## src/rtl/hb_decim2_pkg.sv

```systemverilog
// Shared widths and tap constants for the half-band decimate-by-2 stage.
// Latency: n/a (package only).
// Backpressure: n/a.
package hb_decim2_pkg;
  localparam int BW    = 6;
  localparam int W     = BW + 5;
  localparam int ACC_W = W + 6;
  localparam int OUT_W = W + 1;

  localparam int C_CENTER = 16;
  localparam int C_NEAR   = 9;
  localparam int C_FAR    = -1;

  localparam int RND = 16;
  localparam int SH  = 5;
  localparam int CENTER_SH = $clog2(C_CENTER);
endpackage

```

## src/rtl/hb_symmetric_tap.sv

```systemverilog
// Registered pre-add of a symmetric sample pair, then shift-add scaling by COEF.
// Latency: 1 cycle for the pre-add; scaling is combinational after the register.
// Backpressure: none; loads on ld, clears synchronously on clr.
module hb_symmetric_tap
  import hb_decim2_pkg::*;
#(
  parameter int COEF = C_NEAR
) (
  input  logic                    clk,
  input  logic                    rst_n,
  input  logic                    ld,
  input  logic                    clr,
  input  logic signed [W-1:0]     a,
  input  logic signed [W-1:0]     b,
  output logic signed [ACC_W-1:0] term
);
  logic signed [W:0]       sum_q;
  logic signed [ACC_W-1:0] sum_x;

  always_ff @(posedge clk or negedge rst_n) begin
    if (!rst_n) begin
      sum_q <= '0;
    end else if (clr) begin
      sum_q <= '0;
    end else if (ld) begin
      sum_q <= (W+1)'(a) + (W+1)'(b);
    end
  end

  assign sum_x = ACC_W'(sum_q);

  // Only the coefficients this filter uses are built; anything else passes through.
  generate
    if (COEF == C_NEAR) begin : g_near
      assign term = (sum_x <<< 3) + sum_x;
    end else if (COEF == C_FAR) begin : g_far
      assign term = -sum_x;
    end else begin : g_unity
      assign term = sum_x;
    end
  endgenerate
endmodule

```

## src/rtl/hb_decim2_filter.sv

```systemverilog
// 7-tap half-band decimate-by-2 filter on paired CIC phases, multiplier-free.
// Latency: 2 cycles from accepted pair to OUT/OUT_VALID; one pair per cycle.
// Backpressure: none; ENABLE low flushes state and drops in-flight valids.
module hb_decim2_filter
  import hb_decim2_pkg::*;
(
  input  logic                    CLK,
  input  logic                    RES,
  input  logic                    ENABLE,
  input  logic                    IN_VALID,
  input  logic signed [W-1:0]     IN1,
  input  logic signed [W-1:0]     IN2,
  output logic                    OUT_VALID,
  output logic signed [OUT_W-1:0] OUT
);
  logic                    accept;
  logic signed [W-1:0]     o1_q, o2_q, o3_q, e1_q;
  logic [1:0]              prime_cnt;
  logic                    s1_vld;
  logic signed [ACC_W-1:0] center_q;
  logic signed [ACC_W-1:0] near_term, far_term;
  logic signed [ACC_W-1:0] acc, acc_rnd;

  assign accept = ENABLE & IN_VALID;

  // o0 is IN2 itself; the registers hold the three previous odd samples and last even one.
  always_ff @(posedge CLK or negedge RES) begin
    if (!RES) begin
      o1_q      <= '0;
      o2_q      <= '0;
      o3_q      <= '0;
      e1_q      <= '0;
      prime_cnt <= '0;
      s1_vld    <= 1'b0;
      center_q  <= '0;
    end else if (!ENABLE) begin
      o1_q      <= '0;
      o2_q      <= '0;
      o3_q      <= '0;
      e1_q      <= '0;
      prime_cnt <= '0;
      s1_vld    <= 1'b0;
      center_q  <= '0;
    end else begin
      s1_vld <= IN_VALID && (prime_cnt == 2'd3);
      if (IN_VALID) begin
        o1_q     <= IN2;
        o2_q     <= o1_q;
        o3_q     <= o2_q;
        e1_q     <= IN1;
        center_q <= ACC_W'(e1_q) <<< CENTER_SH;
        if (prime_cnt != 2'd3) begin
          prime_cnt <= prime_cnt + 2'd1;
        end
      end
    end
  end

  hb_symmetric_tap #(.COEF(C_NEAR)) u_tap_near (
    .clk   (CLK),
    .rst_n (RES),
    .ld    (accept),
    .clr   (~ENABLE),
    .a     (o1_q),
    .b     (o2_q),
    .term  (near_term)
  );

  hb_symmetric_tap #(.COEF(C_FAR)) u_tap_far (
    .clk   (CLK),
    .rst_n (RES),
    .ld    (accept),
    .clr   (~ENABLE),
    .a     (IN2),
    .b     (o3_q),
    .term  (far_term)
  );

  assign acc     = center_q + near_term + far_term;
  assign acc_rnd = acc + ACC_W'(RND);

  // Output magnitude is bounded by the tap sum, so the narrowing below never wraps.
  always_ff @(posedge CLK or negedge RES) begin
    if (!RES) begin
      OUT_VALID <= 1'b0;
      OUT       <= '0;
    end else if (!ENABLE) begin
      OUT_VALID <= 1'b0;
    end else begin
      OUT_VALID <= s1_vld;
      if (s1_vld) begin
        OUT <= OUT_W'(acc_rnd >>> SH);
      end
    end
  end
endmodule

```

## config.mk

```make
export PLATFORM = sky130hd
export DESIGN_NAME = hb_decim2_filter
export DESIGN_NICKNAME = d
export VERILOG_FILES = /design/src/rtl/hb_decim2_pkg.sv /design/src/rtl/hb_symmetric_tap.sv /design/src/rtl/hb_decim2_filter.sv
export SDC_FILE = /design/constraint.sdc
export NUM_CORES = 1
export LEC_CHECK = 0
export CAP_MARGIN = 30
export CORE_UTILIZATION = 55
export CTS_CLUSTER_DIAMETER = 40
export CTS_CLUSTER_SIZE = 20
export DETAILED_ROUTE_END_ITERATION = 16
export PLACE_DENSITY = 0.77
export SLEW_MARGIN = 20
export SYNTH_ARGS = -nofsm -noshare
export SYNTH_HDL_FRONTEND = slang
export SYNTH_SLANG_ARGS = --single-unit
```

## constraint.sdc

```tcl
create_clock -name CLK -period 3.9 [get_ports CLK]
set_input_delay 0.78 -clock CLK [delete_from_list [all_inputs] [get_ports CLK]]
set_output_delay 0.78 -clock CLK [all_outputs]
set_load 0.02 [all_outputs]
```

==> impl_metrics.py, run 1 <==
metrics = {
    "finish": {
        "register_area_sq_um": 2377,
        "final_layout_size_suffix_gt1_frac": 0.1264,
        "multi_input_comb_area_sq_um": 4339,
        "area_delta_synth_final_pct": 18.24,
        "layout.cell_area.non_filler_sq_um": 7981,
        "antenna_cells_inserted": 0,
        "most-common-layout-cells": "sky130_fd_sc_hd__dfrtp_1, sky130_fd_sc_hd__nor2b_1, sky130_fd_sc_hd__mux2i_1",
        "nFillCells": 953,
        "final-instance-count-excl-fill": 883,
        "mostFrequentLayoutCell": "sky130_fd_sc_hd__dfrtp_1",
        "design.final.nets": 837,
    },
    "route": {
        "dr.first_iter.drc_count": 323,
        "vias": 5212,
        "route.detailed.vias_per_inst": 5.903,
        "detail_route.drc_violations": 0,
        "wl_per_cell_um": 16.31,
        "antenna_left": 0,
        "drt_pass1_iterations": 5,
        "wl_um": 14400,
    },
    "logic_synthesis": {
        "synth.cell_area_sq_um": 6750,
        "synth.yosys.warnings": 0,
        "postSynthRegisterBits": 95,
        "synthArstFlopShare": 1.000,
        "yosys.cell_types.count": 64,
        "number_of_enable_flip_flop_cells_after_synthesis": 0,
        "ys_top_cells_by_area": "sky130_fd_sc_hd__dfrtp_1, sky130_fd_sc_hd__ha_1, sky130_fd_sc_hd__mux2i_1",
        "post-synth-top-area-fraction": 0.3522,
        "number_of_nets_produced_by_synthesis": 786,
        "synthDominantAreaCellType": "sky130_fd_sc_hd__dfrtp_1",
        "netlist_instances": 681,
        "postSynth.topFlopCell": "sky130_fd_sc_hd__dfrtp_1",
        "synth.yosys.seq_area_share": 0.3522,
        "syn_area_per_cell_sq_um": 9.912,
    },
    "global_routing": {
        "grt_pass1_wl_um": 23400,
        "grt_usage": 0.2300,
        "grt_start_max_net_pins": 90,
        "met2_usage_grt": 0.3942,
        "antenna_found_initial": 0,
        "number_of_global_route_vias_before_repair": 5056,
        "remaining_overflow_grt": 0,
        "gr-usage-met1": 0.2922,
        "global_routing_usage_on_met3": 0.03267,
        "grt_busiest_layer": "met2",
    },
    "placed_design": {
        "post-place-ws_ns": -0.2788,
        "numPortBuffers": 38,
        "hpwlAfterDp_um": 10200,
        "placer_congestion_estimate": 0.9081,
        "place_inst": 862,
        "post_place_cell_area_sq_um": 7366,
    },
    "run": {
        "maxCapViolations": 0,
    },
    "hold_path": {
        "type_of_the_worst_min_delay_path": "input port to async pin",
    },
    "critical_path": {
        "end_kind": "flop",
        "cp-startpoint": "u_tap_near.sum_q[0]",
        "critical_path_required_ns": 4.17,
        "worst-setup-path-type": "flop to flop",
        "rr_startpoint": "u_tap_near.sum_q[0]",
        "critical_path_arrival_ns": 4.13,
        "crit_path_start_kind": "flop",
        "worst_path_max_fanout": 5,
    },
    "timing": {
        "finalCritPeriodShare": 0.9892,
        "final.setup_skew_ns": 0.005193,
        "worst_pin_slew_ns": 0.7008,
        "unrepaired_setup_endpoints_after_global_routing": "true",
        "final_sum_of_negative_setup_slack_ns": 0,
        "finalHoldWorstSlack_ns": 0.4015,
        "hold_viol": 0,
        "max_freq_mhz": 259.2,
        "setup_slack_ns": 0.04224,
        "final-max-slew-violation-count": 0,
        "finalSetupViolCount": 0,
        "relSlewSlack": 0.5328,
        "final_period_minus_worst_setup_slack_ns": 3.858,
    },
    "power": {
        "power_leakage_uw": 0.003698,
        "power.share.clock": 0.287,
        "power.density_cell_area_nw_per_um2": 395.2,
        "internal-power_uw": 2127,
        "vdd_drop_max_v": 0.0003469,
        "sw_power_uw": 1027,
        "power_frac_seq": 0.350,
        "pwr-share-comb": 0.363,
        "swShare": 0.3257,
    },
    "cts": {
        "clock_path_buffers": 2,
        "numClockSinks": 95,
        "tritoncts_clock_tree": "built",
        "clk-insertion-delay-late_ns": 0.35,
        "holdBufCountCts": 0,
        "cts.clk_slew.worst_paths_ns": 0.07,
        "clock_tree.root_cell": "sky130_fd_sc_hd__clkbuf_16",
        "cts_inserted_buffers": 9,
        "ctsHtreeMaxLevel": 3,
    },
    "die": {
        "die-width_um": 112.8,
        "design.core.area_sq_um": 12010,
        "ioPinCount": 39,
        "area_enclosed_by_the_die_boundary_sq_um": 12720,
        "floorplan.die.height_um": 112.8,
        "start_util": 0.5620,
        "fp-row-count": 40,
    },
    "outcome": {
        "run_status": "finished clean",
    },
}
[logic make-up after synthesis]
| group | count (synthesis) | share of synthesized area |
|---|---|---|
| xor+xnor | 16 | 0.02298 |
| buf+inv | 78 | 0.04541 |
| mux | 62 | 0.09194 |
| simple gates | 199 | 0.1626 |
| compound gates | 152 | 0.1618 |
| flops | 95 | 0.3522 |
| fa+ha+maj | 79 | 0.1631 |
[sequential cells by signal (all words and copies together), names as in the netlist]
name,cells
center_q,11
e1_q,11
u_tap_near.sum_q,12
u_tap_far.sum_q,12
o1_q,11
OUT_VALID,1
prime_cnt,2
OUT,12
o3_q,11
o2_q,11
s1_vld,1
[synthesized netlist by cell type (all sizes together), types with 6 or more instances]
library cell	instances
o31ai	12
ha	64
xor2	9
mux2i	62
nor2b	65
dfrtp	95
a31oi	7
a211oi	11
clkbuf	16
nand3	12
buf	12
and2	7
o21ai	35
a21oi	19
o21bai	6
nor2	16
nand2	44
or3	6
nand4	8
xnor2	6
and3	7
inv	49
fa	15
a21o	11
o211ai	11
nor3	13
[worst paths after layout]
| path | endpoint | slack, ns | cells past startpoint |
|---|---|---|---|
| worst max-delay path | OUT[11] | 0.04 | 16 |
| worst max register to register | OUT[11] | 0.04 | 16 |
| worst min register to register | OUT[4] | 0.48 | 2 |
| worst min-delay path | OUT[2] | 0.40 | 1 |
| max in group asynchronous | e1_q[5] | 2.72 | 2 |
| min in group CLK | OUT[4] | 0.48 | 2 |
[area by class of cell]
type / instances / share of cell area
inverters: 50 / 0.02351
multi-input cells: 508 / 0.5437
flip-flops and latches: 95 / 0.2979
clock inverters: 4 / 0.005644
repair buffers: 68 / 0.07462
well taps: 147 / 0.02304
clock buffers: 11 / 0.03167
[through the flow]
stage / power [uW] / utilization
floorplan: 1765 / -
global placement: 2043 / 0.6132
detailed placement: 2075 / 0.6132
CTS: 3020 / 0.6431
global route: 3314 / 0.6645
finish: 3154 / 0.6645
[power by group through the flow]
stage	Sequential [uW]	Combinational (uW)	Clock, uW
after floorplan	1150	614	0
after global placement	1120	924	0
after detailed placement	1120	953	0
after CTS	1100	994	921
after global routing	1110	1250	950
final	1100	1140	906
[layer usage]
| layer | share of wire | wire (um) |
|---|---|---|
| met5 | 0 | 0 |
| met2 | 0.51 | 7304 |
| met4 | 0.019 | 273 |
| met1 | 0.44 | 6402 |
| met3 | 0.029 | 423 |
[critical path, cell delays in order, from the launching register on]
cell and delay, ns:
sky130_fd_sc_hd__dfrtp_1 0.35, sky130_fd_sc_hd__ha_2 0.19, sky130_fd_sc_hd__inv_2 0.04, sky130_fd_sc_hd__fa_2 0.34, sky130_fd_sc_hd__nor2b_1 0.15, sky130_fd_sc_hd__o21ai_1 0.09
sky130_fd_sc_hd__a21o_1 0.22, sky130_fd_sc_hd__a21oi_2 0.16, sky130_fd_sc_hd__buf_4 0.14, sky130_fd_sc_hd__o311ai_4 0.11, sky130_fd_sc_hd__fa_1 0.61, sky130_fd_sc_hd__ha_4 0.22
sky130_fd_sc_hd__ha_4 0.26, sky130_fd_sc_hd__a211oi_4 0.27, sky130_fd_sc_hd__o2111ai_2 0.14, sky130_fd_sc_hd__or3_1 0.33, sky130_fd_sc_hd__o211ai_1 0.15
[what timing repair did]
action                                  4_1_cts  5_1_grt
resized for setup                            11       35
setup buffers                                 0        6
endpoints found under the hold margin         0        0
endpoints found under the setup margin        4        8
pin swaps                                     1       17
No activity file was read; power rests on OpenSTA's default activity.
==> run 2, diff against run 1 <==
SETUP_SLACK_MARGIN = 0.3   (was unset)
==> impl_metrics.py, run 2 (synthesis gave the netlist of run 1 again) <==
metrics = {
    "hold_path": {
        "type_of_the_worst_min_delay_path": "input port to async pin",
    },
    "die": {
        "floorplan.die.height_um": 112.8,
        "die-width_um": 112.8,
        "ioPinCount": 39,
        "fp-row-count": 40,
        "start_util": 0.5620,
        "area_enclosed_by_the_die_boundary_sq_um": 12720,
        "design.core.area_sq_um": 12010,
    },
    "critical_path": {
        "crit_path_start_kind": "flop",
        "rr_startpoint": "u_tap_near.sum_q[3]",
        "worst-setup-path-type": "flop to flop",
        "end_kind": "flop",
        "critical_path_arrival_ns": 4.05,
        "critical_path_required_ns": 4.17,
        "worst_case_register_to_register_setup_slack_ns": 0.12,
        "rr_worst_depth": 15,
        "rr_endpoint": "OUT[11]",
        "worst_path_max_fanout": 4,
    },
    "timing": {
        "final.setup_skew_ns": 0.004445,
        "final-max-slew-violation-count": 0,
        "finalSetupViolCount": 0,
        "hold_viol": 0,
        "unrepaired_setup_endpoints_after_global_routing": "true",
        "max_freq_mhz": 264.4,
        "relSlewSlack": 0.5188,
        "worst_pin_slew_ns": 0.7203,
        "finalHoldWorstSlack_ns": 0.4441,
        "final_period_minus_worst_setup_slack_ns": 3.783,
        "finalCritPeriodShare": 0.9699,
    },
    "power": {
        "vdd_drop_max_v": 0.0002918,
        "power_leakage_uw": 0.003661,
        "sw_power_uw": 1109,
        "power.density_cell_area_nw_per_um2": 406.0,
        "pwr-share-comb": 0.403,
        "power.share.clock": 0.262,
        "power_frac_seq": 0.334,
        "internal-power_uw": 2212,
        "swShare": 0.3340,
    },
    "route": {
        "detail_route.drc_violations": 0,
        "antenna_left": 0,
        "vias": 5325,
        "dr.first_iter.drc_count": 271,
        "route.detailed.vias_per_inst": 6.072,
        "wl_per_cell_um": 17.74,
        "drt_pass1_iterations": 5,
        "wl_um": 15560,
    },
    "cts": {
        "clk-insertion-delay-late_ns": 0.35,
        "cts_inserted_buffers": 9,
        "tritoncts_clock_tree": "built",
        "ctsHtreeMaxLevel": 3,
        "holdBufCountCts": 0,
        "numClockSinks": 95,
        "cts.clk_slew.worst_paths_ns": 0.06,
        "clock_path_buffers": 2,
        "clock_tree.root_cell": "sky130_fd_sc_hd__clkbuf_16",
    },
    "outcome": {
        "run_status": "finished clean",
    },
    "placed_design": {
        "place_inst": 844,
        "numPortBuffers": 38,
        "placer_congestion_estimate": 0.8897,
        "hpwlAfterDp_um": 10470,
    },
    "global_routing": {
        "grt_start_max_net_pins": 90,
        "grt_pass1_wl_um": 24730,
        "number_of_global_route_vias_before_repair": 5209,
        "remaining_overflow_grt": 0,
        "antenna_found_initial": 0,
        "grt_usage": 0.2425,
    },
    "finish": {
        "mostFrequentLayoutCell": "sky130_fd_sc_hd__dfrtp_1",
        "area_delta_synth_final_pct": 21.15,
        "most-common-layout-cells": "sky130_fd_sc_hd__dfrtp_1, sky130_fd_sc_hd__nor2b_1, sky130_fd_sc_hd__mux2i_1",
        "antenna_cells_inserted": 0,
        "design.final.nets": 832,
        "final-instance-count-excl-fill": 877,
        "final_layout_size_suffix_gt1_frac": 0.1479,
        "largest_registers": "OUT x12, u_tap_far.sum_q x12, u_tap_near.sum_q x12",
    },
    "run": {
        "maxCapViolations": 0,
    },
}
==> run 2: cell count changes in the layout (fill, tap and decap cells not counted), sizes merged <==
cell / before / now
clkbuf: 11 / 13
buf: 33 / 28
clkinv: 4 / 1
==> run 2: worst max-delay path by stage <==
stage	from	endpoint	slack, ns	cells after the start
global placement	u_tap_near.sum_q[3]	OUT[9]	0.08	16
floorplan	u_tap_near.sum_q[3]	OUT[9]	0.29	17
global route	u_tap_near.sum_q[3]	OUT[11]	-0.03	15
detailed placement	u_tap_near.sum_q[5]	OUT[10]	-0.05	15
finish	u_tap_near.sum_q[3]	OUT[11]	0.12	15
CTS	u_tap_near.sum_q[0]	OUT[11]	0.17	15
==> run 2: what timing repair did <==
| action | in CTS | in global routing |
|---|---|---|
| setup buffers | 9 | 10 |
| pin swaps | 28 | 23 |
| endpoints found under the setup margin | 7 | 11 |
| resized for setup | 36 | 39 |
==> run 2: final cells by class <==
cell class	instances	area, sq um
Multi-Input combinational cell	508	4576
Clock inverter	1	30.03
Clock buffer	13	250.2
Inverter	50	190.2
Fill cell	900	3834
Timing Repair Buffer	63	569.3
Tap cell	147	183.9
Sequential cell	95	2379
==> run 2: worst max-delay path, stage by stage (launching register included) <==
cell and delay [ns]:
sky130_fd_sc_hd__dfrtp_1 0.39, sky130_fd_sc_hd__ha_4 0.16, sky130_fd_sc_hd__inv_2 0.04, sky130_fd_sc_hd__fa_2 0.33
sky130_fd_sc_hd__nor2b_1 0.12, sky130_fd_sc_hd__o21ai_1 0.09, sky130_fd_sc_hd__a21o_1 0.22, sky130_fd_sc_hd__a211o_1 0.30
sky130_fd_sc_hd__o311ai_4 0.08, sky130_fd_sc_hd__fa_1 0.49, sky130_fd_sc_hd__ha_4 0.31, sky130_fd_sc_hd__ha_4 0.22
sky130_fd_sc_hd__a211oi_4 0.28, sky130_fd_sc_hd__o2111ai_2 0.15, sky130_fd_sc_hd__or3_1 0.33, sky130_fd_sc_hd__o211ai_1 0.17
==> run 2: layer usage <==
| metal | vias to the layer above | global-route usage | wire (um) |
|---|---|---|---|
| met1 | 2647 | 0.3103 | 6852 |
| met3 | 30 | 0.04231 | 423 |
| met2 | 114 | 0.4103 | 7939 |
| met4 | 0 | 0.09422 | 343 |
| met5 | - | 0 | 0 |
| li1 | 2534 | - | - |
==> run 2: power groups by stage <==
stage | Sequential, uW | Clock [uW] | Combinational, uW
after floorplan | 1150 | 0 | 652
after detailed placement | 1130 | 0 | 943
final | 1110 | 871 | 1340
after CTS | 1110 | 885 | 1110
after global placement | 1120 | 0 | 915
after global routing | 1120 | 917 | 1440
==> run 2: metrics by stage <==
step | utilization | setup TNS (ns) | worst slack, ns | instance area (sq um) | power, uW
2_1_floorplan | - | 0 | 0.2937 | 6817 | 1804
3_3_place_gp | 0.6070 | 0 | 0.07514 | 7291 | 2037
3_5_place_dp | 0.6070 | -0.07219 | -0.05203 | 7291 | 2070
4_1_cts | 0.6546 | 0 | 0.1702 | 7863 | 3102
5_1_grt | 0.6808 | -0.03064 | -0.03064 | 8178 | 3477
6_report | 0.6808 | 0 | 0.1173 | 8178 | 3321
